**config.mk**
```make
export PLATFORM = sky130hd
export DESIGN_NAME = vc_input_buffer
export DESIGN_NICKNAME = d
export VERILOG_FILES = /design/src/rtl/noc_pkg.sv /design/src/rtl/vc_fifo.sv /design/src/rtl/vc_input_buffer.sv
export SDC_FILE = /design/constraint.sdc
export NUM_CORES = 1
export LEC_CHECK = 0
export BUFFER_PORTS_ARGS = -buffer_cell sky130_fd_sc_hd__buf_2
export CAP_MARGIN = 5
export CORE_UTILIZATION = 50
export CTS_BUF_LIST = sky130_fd_sc_hd__clkbuf_4
export CTS_CLUSTER_SIZE = 24
export DETAILED_ROUTE_END_ITERATION = 8
export PLACE_DENSITY = 0.67
export SYNTH_ARGS = -nofsm -noshare
export SYNTH_HDL_FRONTEND = slang
export SYNTH_SLANG_ARGS = --single-unit
```
**constraint.sdc**
```tcl
create_clock -name clk -period 7 [get_ports clk]
set_clock_uncertainty 0.15 [all_clocks]
set_input_delay 1.05 -clock clk [delete_from_list [all_inputs] [get_ports clk]]
set_output_delay 1.05 -clock clk [all_outputs]
set_load 0.02 [all_outputs]
```
**src/rtl/noc_pkg.sv**
```systemverilog
// Shared NoC types and constants.
//   flit_t    : default flit word (16 bits)
//   vc_idx_t  : wide VC index used for range-safe VC compares
//   ERR_OVF / ERR_UDF : bit positions inside the 2-bit error vector
package noc_pkg;

    localparam int FLIT_W   = 16;
    typedef logic [FLIT_W-1:0] flit_t;

    localparam int VC_IDX_W = 8;
    typedef logic [VC_IDX_W-1:0] vc_idx_t;

    localparam int ERR_OVF  = 0;
    localparam int ERR_UDF  = 1;

endpackage

```
**src/rtl/vc_fifo.sv**
```systemverilog
// Single virtual-channel circular FIFO: storage, pointers and occupancy.
// The enables arrive already qualified by the parent (never write when
// full without a same-cycle read, never read when empty).
//   clk, reset  : clock, async active-low reset
//   wr_en/wr_data : accepted write
//   rd_en       : accepted read (advances read pointer)
//   rd_data     : flit at the read pointer (combinational)
//   count       : current occupancy, 0..DEPTH
module vc_fifo
    import noc_pkg::*;
#(
    parameter  int DATA_W = $bits(flit_t),
    parameter  int DEPTH  = 8,
    localparam int AW     = $clog2(DEPTH),
    localparam int CNT_W  = AW + 1
) (
    input  logic              clk,
    input  logic              reset,
    input  logic              wr_en,
    input  logic [DATA_W-1:0] wr_data,
    input  logic              rd_en,
    output logic [DATA_W-1:0] rd_data,
    output logic [CNT_W-1:0]  count
);

    logic [DATA_W-1:0] mem [DEPTH];
    logic [AW-1:0]     wptr;
    logic [AW-1:0]     rptr;

    // Storage is not reset; occupancy alone decides what is valid.
    always_ff @(posedge clk) begin
        if (wr_en) mem[wptr] <= wr_data;
    end

    assign rd_data = mem[rptr];

    // DEPTH is a power of two, so the natural pointer rollover wraps
    // DEPTH-1 back to 0.
    always_ff @(posedge clk or negedge reset) begin
        if (!reset) begin
            wptr  <= '0;
            rptr  <= '0;
            count <= '0;
        end else begin
            if (wr_en) wptr <= wptr + 1'b1;
            if (rd_en) rptr <= rptr + 1'b1;
            if (wr_en && !rd_en)      count <= count + 1'b1;
            else if (rd_en && !wr_en) count <= count - 1'b1;
        end
    end

endmodule

```
**src/rtl/vc_input_buffer.sv**
```systemverilog
// Multi-VC input buffer: one vc_fifo per virtual channel, write/read
// decode, registered read data path and error pulses.
// Optional feature macro: VC_INPUT_BUFFER_CREDIT_EN adds credit_o.
//   clk, reset     : clock, async active-low reset
//   buf_write_i, buf_wvc_i, buf_data_i : write request, target VC, flit
//   buf_read_i, buf_rvc_i              : read request, source VC
//   buf_data_o, buf_valid_o            : registered read flit / valid
//   buf_empty_o, buf_full_o            : per-VC flags from counts
//   buf_count_o    : per-VC occupancy, VC0 in LSBs
//   buf_err_o      : bit0 overflow pulse, bit1 underflow pulse
//   credit_o       : (CREDIT_EN only) per-VC one-cycle credit per read
module vc_input_buffer
    import noc_pkg::*;
#(
    parameter  int DATA_W = $bits(flit_t),
    parameter  int DEPTH  = 8,
    parameter  int NUM_VC = 2,
    localparam int VC_W   = (NUM_VC > 1) ? $clog2(NUM_VC) : 1,
    localparam int CNT_W  = $clog2(DEPTH) + 1
) (
    input  logic                    clk,
    input  logic                    reset,
    input  logic                    buf_write_i,
    input  logic [VC_W-1:0]         buf_wvc_i,
    input  logic [DATA_W-1:0]       buf_data_i,
    input  logic                    buf_read_i,
    input  logic [VC_W-1:0]         buf_rvc_i,
    output logic [DATA_W-1:0]       buf_data_o,
    output logic                    buf_valid_o,
    output logic [NUM_VC-1:0]       buf_empty_o,
    output logic [NUM_VC-1:0]       buf_full_o,
    output logic [NUM_VC*CNT_W-1:0] buf_count_o,
`ifdef VC_INPUT_BUFFER_CREDIT_EN
    output logic [NUM_VC-1:0]       credit_o,
`endif
    output logic [1:0]              buf_err_o
);

    logic [NUM_VC-1:0]             wr_sel, rd_sel, wr_en, rd_en;
    logic [NUM_VC-1:0]             empty, full;
    logic [NUM_VC-1:0][CNT_W-1:0]  cnt;
    logic [NUM_VC-1:0][DATA_W-1:0] rd_flit;
    logic [DATA_W-1:0]             rd_mux;

    // Per-VC decode. Out-of-range VC indices match no lane, so they fall
    // through to the error pulses below with no state change.
    for (genvar v = 0; v < NUM_VC; v++) begin : g_vc
        assign wr_sel[v] = buf_write_i && (vc_idx_t'(buf_wvc_i) == vc_idx_t'(v));
        assign rd_sel[v] = buf_read_i  && (vc_idx_t'(buf_rvc_i) == vc_idx_t'(v));
        assign empty[v]  = (cnt[v] == '0);
        assign full[v]   = (cnt[v] == CNT_W'(DEPTH));
        assign rd_en[v]  = rd_sel[v] && !empty[v];
        // A full VC still takes a write if the same VC is read this cycle.
        assign wr_en[v]  = wr_sel[v] && (!full[v] || rd_en[v]);

        vc_fifo #(
            .DATA_W (DATA_W),
            .DEPTH  (DEPTH)
        ) u_fifo (
            .clk     (clk),
            .reset   (reset),
            .wr_en   (wr_en[v]),
            .wr_data (buf_data_i),
            .rd_en   (rd_en[v]),
            .rd_data (rd_flit[v]),
            .count   (cnt[v])
        );
    end

    // rd_en is one-hot or zero, so an OR-mux suffices.
    always_comb begin
        rd_mux = '0;
        for (int v = 0; v < NUM_VC; v++) begin
            if (rd_en[v]) rd_mux = rd_mux | rd_flit[v];
        end
    end

    assign buf_empty_o = empty;
    assign buf_full_o  = full;
    assign buf_count_o = cnt;

    always_ff @(posedge clk or negedge reset) begin
        if (!reset) begin
            buf_data_o  <= '0;
            buf_valid_o <= 1'b0;
            buf_err_o   <= '0;
`ifdef VC_INPUT_BUFFER_CREDIT_EN
            credit_o    <= '0;
`endif
        end else begin
            buf_valid_o <= |rd_en;
            if (|rd_en) buf_data_o <= rd_mux;
            buf_err_o[ERR_OVF] <= buf_write_i && !(|wr_en);
            buf_err_o[ERR_UDF] <= buf_read_i  && !(|rd_en);
`ifdef VC_INPUT_BUFFER_CREDIT_EN
            credit_o    <= rd_en;
`endif
        end
    end

endmodule

```
* Word-level counts from Yosys, hierarchy flattened
Memory sizes are Yosys's and may differ from the RTL's.
Index checks and enable logic that the tools add are counted.
** Storage, ports and cells
- Bits in registers :: 39
- Memory bits (writable) :: 256
- Bits of input ports :: 22
- Output and inout port bits :: 31
- Word-level logic and storage cells :: 66
- Memories kept :: 2
** Memory list
- g_vc[0].u_fifo.mem :: words 8, bits a word 16, read ports 1, clocked after memory_dff 0, write ports 1, line vc_fifo.sv:26 : logic [DATA_W-1:0] mem [DEPTH];
- g_vc[1].u_fifo.mem :: words 8, bits a word 16, read ports 1, clocked after memory_dff 0, write ports 1, line vc_fifo.sv:26
** Cells by class
- Add/subtract/negate cells :: 8
- Eq/ne operators :: 2
- Muxes and demuxes :: 10
- Bitwise gates (word level) :: 3
- Reductions and logical operators :: 32
** Operators by type and width (number)
- two-way mux 16 bit :: 2
- two-way mux 4 bit :: 4
- OR 16 bit :: 1
- logical AND 1 bit :: 14
- adder 3 x 1 -> 3 bit (second input constant) :: 4
- zero test 1 bit :: 10
- adder 4 x 1 -> 4 bit (second input constant) :: 2
- equality test 4 bit (second input constant) :: 2
- zero test 4 bit :: 2
- subtractor 4 x 1 -> 4 bit (second input constant) :: 2
- two-way mux 1 bit :: 4
- nonzero test 2 bit :: 2
- OR reduction 2 bit :: 2
- logical OR 1 bit :: 2
- NOT 1 bit :: 2

* Logic depth before layout (Yosys ltp)
- Word-level depth :: 9
- Mapped depth :: 11
- Depth with buffers taken out :: 10

* Modules after synthesis
A second synthesis with hierarchy kept.
** Unflattened totals
- Cells, all modules :: 567
- Area total of the unflattened synthesis :: 11956.5 µm²
** By module, submodules not included
- vc_fifo :: instances 2, cells an instance 244, area each 5502.8 µm², sequential area each 4093.9 µm²
- vc_input_buffer :: instances 1, cells an instance 79, area each 950.9 µm², sequential area each 475.5 µm²

* Worst setup path before layout
No wires, ideal clock.
- Path type :: input to register
- From :: input buf_read_i
- To :: memory g_vc[1].u_fifo.mem[1][0] (netlist name) (enable)
- Setup time :: 0.413 ns
- Arrival :: 2.897 ns
- Required time :: 6.437 ns
- Path slack :: 3.540 ns
- Stages on the path :: 4
- Buffers on the path :: 0
- Cells stage by stage :: nand2_1 -> a21oi_1 -> nand2b_1 -> nor3b_1
** Between the ends
- Cells in the longest elaborated chain, start to end :: 6
** Ends and longest elaborated chain
- from (decl) :: line vc_input_buffer.sv:26 : input logic buf_read_i,
- logical AND 1 bit :: line vc_input_buffer.sv:49 : assign rd_sel[v] = buf_read_i && (vc_idx_t'(buf_rvc_i) == vc_idx_t'(v));
- logical AND 1 bit :: line vc_input_buffer.sv:52 : assign rd_en[v] = rd_sel[v] && !empty[v];
- logical OR 1 bit :: line vc_input_buffer.sv:54 : assign wr_en[v] = wr_sel[v] && (!full[v] || rd_en[v]);
- logical AND 1 bit :: line vc_input_buffer.sv:54
- net g_vc[1].u_fifo.wr_en :: line vc_fifo.sv:19 : input logic wr_en,
- two-way mux 1 bit :: line vc_fifo.sv:32 : if (wr_en) mem[wptr] <= wr_data;
- two-way mux 1 bit (not written as such) :: line vc_fifo.sv:32
- to (decl) :: line vc_fifo.sv:26
The timed path passes the listed nets, and every way through them passes these cells.

* Worst setup path after layout
- From :: register g_vc[0].u_fifo.count[1]
- To :: output buf_empty_o[0]
** Between the ends
- Cells in the longest elaborated chain, start to end :: 1
** Ends and longest elaborated chain
- from (decl) :: line vc_fifo.sv:23 : output logic [CNT_W-1:0] count
- from (signal assigned) :: line vc_fifo.sv:47 : if (wr_en && !rd_en) count <= count + 1'b1;
- from (signal assigned) :: line vc_fifo.sv:48 : else if (rd_en && !wr_en) count <= count - 1'b1;
- zero test 4 bit :: line vc_input_buffer.sv:50 : assign empty[v] = (cnt[v] == '0);
- to (decl) :: line vc_input_buffer.sv:30 : output logic [NUM_VC-1:0] buf_empty_o,
No other way between the ends.

==> impl_metrics.csv <==
group,metric,value,unit
grt,grt_pass1_wl,35.8,mm
sta,hold_viol_final,0,
finish,fin_nets,746,
cts,clk_pin_slew,0.07,ns
detailed_routing,route.detailed.drc,0,
cts,cts_resized,0,
setup_path,required,5.80,ns
pwr,p_leak,4.73,nW
finish,syn_to_final_growth,14.1,%
setup_path,crit_path_start_kind,"flip-flop",
cts,cts_tree,"built",
sta,rsz0062_at_grt,"no",
grt,grt_max_degree,40,
detailed_routing,antenna_left,0,
yosys,ys_warn_count,0,
sta,drv_slew,0,
floorplan,die_w,155,um
grt,antenna_found_initial,1,
yosys,yosys.area_share.simple,3.94,%
run_status,status,"finished, final reports clean",
yosys,synth_edf_count,256,
setup_path,critPathMaxFanout,6,
floorplan,dieHeight,155,um
placement,place.gp.congestion,0.721,
grt,grt_usage,20.4,%
finish,layout-drive-gt1-share,35.6,%
cts,root_buffer,"clkbuf_4",
floorplan,rows,55,
setup_path,cp.arrival,1.80,ns
yosys,synth_compound_area_share,2.61,%
placement,place_hpwl,13.5,mm
yosys,synthArstFlopShare,13.2,%
sta,layout_min_cycle_time,3.00,ns
cts,insertion_delay,0.67,ns
floorplan,dieArea,24100,um2
placement,numPortBuffers,52,
sta,tightest_slew,0.925,ns
job,maxCapViolations,0,
yosys,syn_nets,619,
setup_path,worstSetupEndpointType,"primary output",
finish,layout_common_cells,"256 x edfxtp_1, 117 x clkbuf_4, 52 x buf_2",
finish,layout.cells.most_common,"edfxtp_1",
pwr,vdd_drop_max,0.200,mV
cts,hold_buffers,0,
yosys,ys_seq_area_share,73.9,%
finish,final_cells,1081,
cts,cts_setup_buffers,0,
detailed_routing,via_per_inst,5.51,
grt,grt_pass1_vias,6374,
placement,placed_cells,945,
yosys,ys_types,35,
cts,clockBufferDepth,3,
setup_path,critPathKind,"flip-flop to primary output",
yosys,yosys_register_bits,295,
detailed_routing,first_iter_violations,377,
cts,cts.htree.levels,3,
yosys,synth_top_area_cell,"edfxtp_1",
yosys,synthCells,585,
detailed_routing,via_count,5952,
cts,cts_inserted_buffers,78,
detailed_routing,wire_per_inst,21.2,um
sta,period_share,42.9,%
detailed_routing,drt_wl_total,23.0,mm
pwr,p_per_area,389,nW/um2
yosys,syn_area,11700,um2
sta,fin_setup_tns,0,ns
yosys,synth_top_family_by_area,"multiplexers",
yosys,synth.area.top_cells,"edfxtp_1 66%, dfrtp_1 8.3%, mux4_1 5.6%, mux4_2 4.4%, mux2_2 3.7%",
detailed_routing,first_pass_iters,4,
sta,setup_violations,0,
sta,max_freq,333,MHz
yosys,syn_avg_cell_area,20.0,um2
yosys,synth_top_flop_cell,"edfxtp_1",
floorplan,initial_core_util,51.4,%
yosys,synthDominantCellAreaShare,65.6,%
worst_hold_path,worst_hold_path_type,"flip-flop to flip-flop",
cts,cts_num_sinks,295,
grt,grt.overflow.total,0,
sta,slew-limit-headroom,38.3,%
yosys,synth_fa_ha_area_share,1.41,%
yosys,synth.area.mux_share,15.4,%
floorplan,core_area,22800,um2
floorplan,io_pins,53,
yosys,synth_xor_area_share,1.12,%
[Yosys cell counts (12+ instances only)]
library cell  number
nor2b_1           12
nor3_1            20
mux2_2            39
nor2_1            19
clkbuf_1          12
dfrtp_1           39
mux4_1            25
o22ai_1           16
mux4_2            23
edfxtp_1         256
nand2_1           18
mux2_1            14
a221o_1           16
xnor2_1           12
[layout make-up]
| cell class | instances | area [um2] |
|---|---|---|
| clock buffer | 117 | 878 |
| sequential | 295 | 8660 |
| multi-input combinational | 259 | 2910 |
| tap | 313 | 392 |
| inverter | 5 | 18.8 |
| timing repair buffer | 73 | 418 |
| clock inverter | 17 | 91.3 |
| fill | 1708 | 9410 |
| antenna | 2 | 5.00 |
[sequential cells by signal, indices dropped and copies added (netlist names)]
| signal | flops |
|---|---|
| g_vc.u_fifo.mem | 256 |
| buf_data_o | 16 |
| g_vc.u_fifo.count | 8 |
| buf_valid_o | 1 |
| g_vc.u_fifo.wptr | 6 |
| g_vc.u_fifo.rptr | 6 |
| buf_err_o | 2 |
[where the power goes]
part / switching, mW / internal (mW) / total, mW
combinational: 0.681 / 0.676 / 1.36
clock: 0.656 / 0.795 / 1.45
sequential: 0.250 / 2.15 / 2.40
total: 1.59 / 3.62 / 5.20
[through the flow]
stage                     setup slack (ns)  total power [mW]  util [%]  instance area, um2  hold WS (ns)
after global placement                3.70              3.76      54.4               12400         0.322
after floorplan                       3.54              3.41         -               11700         0.307
after global routing                  3.90              5.50      58.7               13400         0.374
after CTS                             3.94              5.28      58.7               13400         0.346
final                                 4.00              5.20      58.7               13400         0.359
after detailed placement              3.59              3.81      54.4               12400         0.343
[final timing paths]
| path | startpoint | end | slack (ns) | depth (start not counted) |
|---|---|---|---|---|
| max | g_vc[0].u_fifo.count[1]$_DFFE_PN0P_ | buf_empty_o[0] | 4.00 | 2 |
| max in group asynchronous | reset | g_vc[1].u_fifo.rptr[0]$_DFFE_PN0N_ | 5.71 | 1 |
| min in group asynchronous | reset | g_vc[1].u_fifo.count[2]$_DFFE_PN0P_ | 0.37 | 1 |
| min reg2reg | g_vc[1].u_fifo.wptr[2]$_DFFE_PN0P_ | g_vc[1].u_fifo.wptr[2]$_DFFE_PN0P_ | 0.36 | 1 |
| min | g_vc[1].u_fifo.wptr[2]$_DFFE_PN0P_ | g_vc[1].u_fifo.wptr[2]$_DFFE_PN0P_ | 0.36 | 1 |
| max reg2reg | g_vc[1].u_fifo.count[3]$_DFFE_PN0P_ | g_vc[1].u_fifo.count[3]$_DFFE_PN0P_ | 4.10 | 10 |
[per-layer routing]
layer | vias up | track usage [%] | share of wire, %
li1 | 2685 | - | -
met1 | 3055 | 26.8 | 43
met2 | 186 | 32.9 | 50
met3 | 26 | 4.74 | 5.4
met4 | 0 | 8.63 | 1.5
met5 | - | 0 | 0
[logic make-up (layout without fill, tap and decap cells)]
group,count (synthesis),after routing
adder cells (fa/ha/maj),12,12
multiplexers,104,104
flip-flops,295,295
XOR/XNOR,15,15
AO/OA/AOI/OAI,40,40
other,0,2
AND/OR/NAND/NOR,88,88
buffers and inverters,31,212
[worst max-delay path, cell delays in order, from the launching register on]
cell	delay [ns]
dfrtp_1	0.45
nor4_1	0.45
buf_2	0.25
Power figures use the tool's default switching activity.
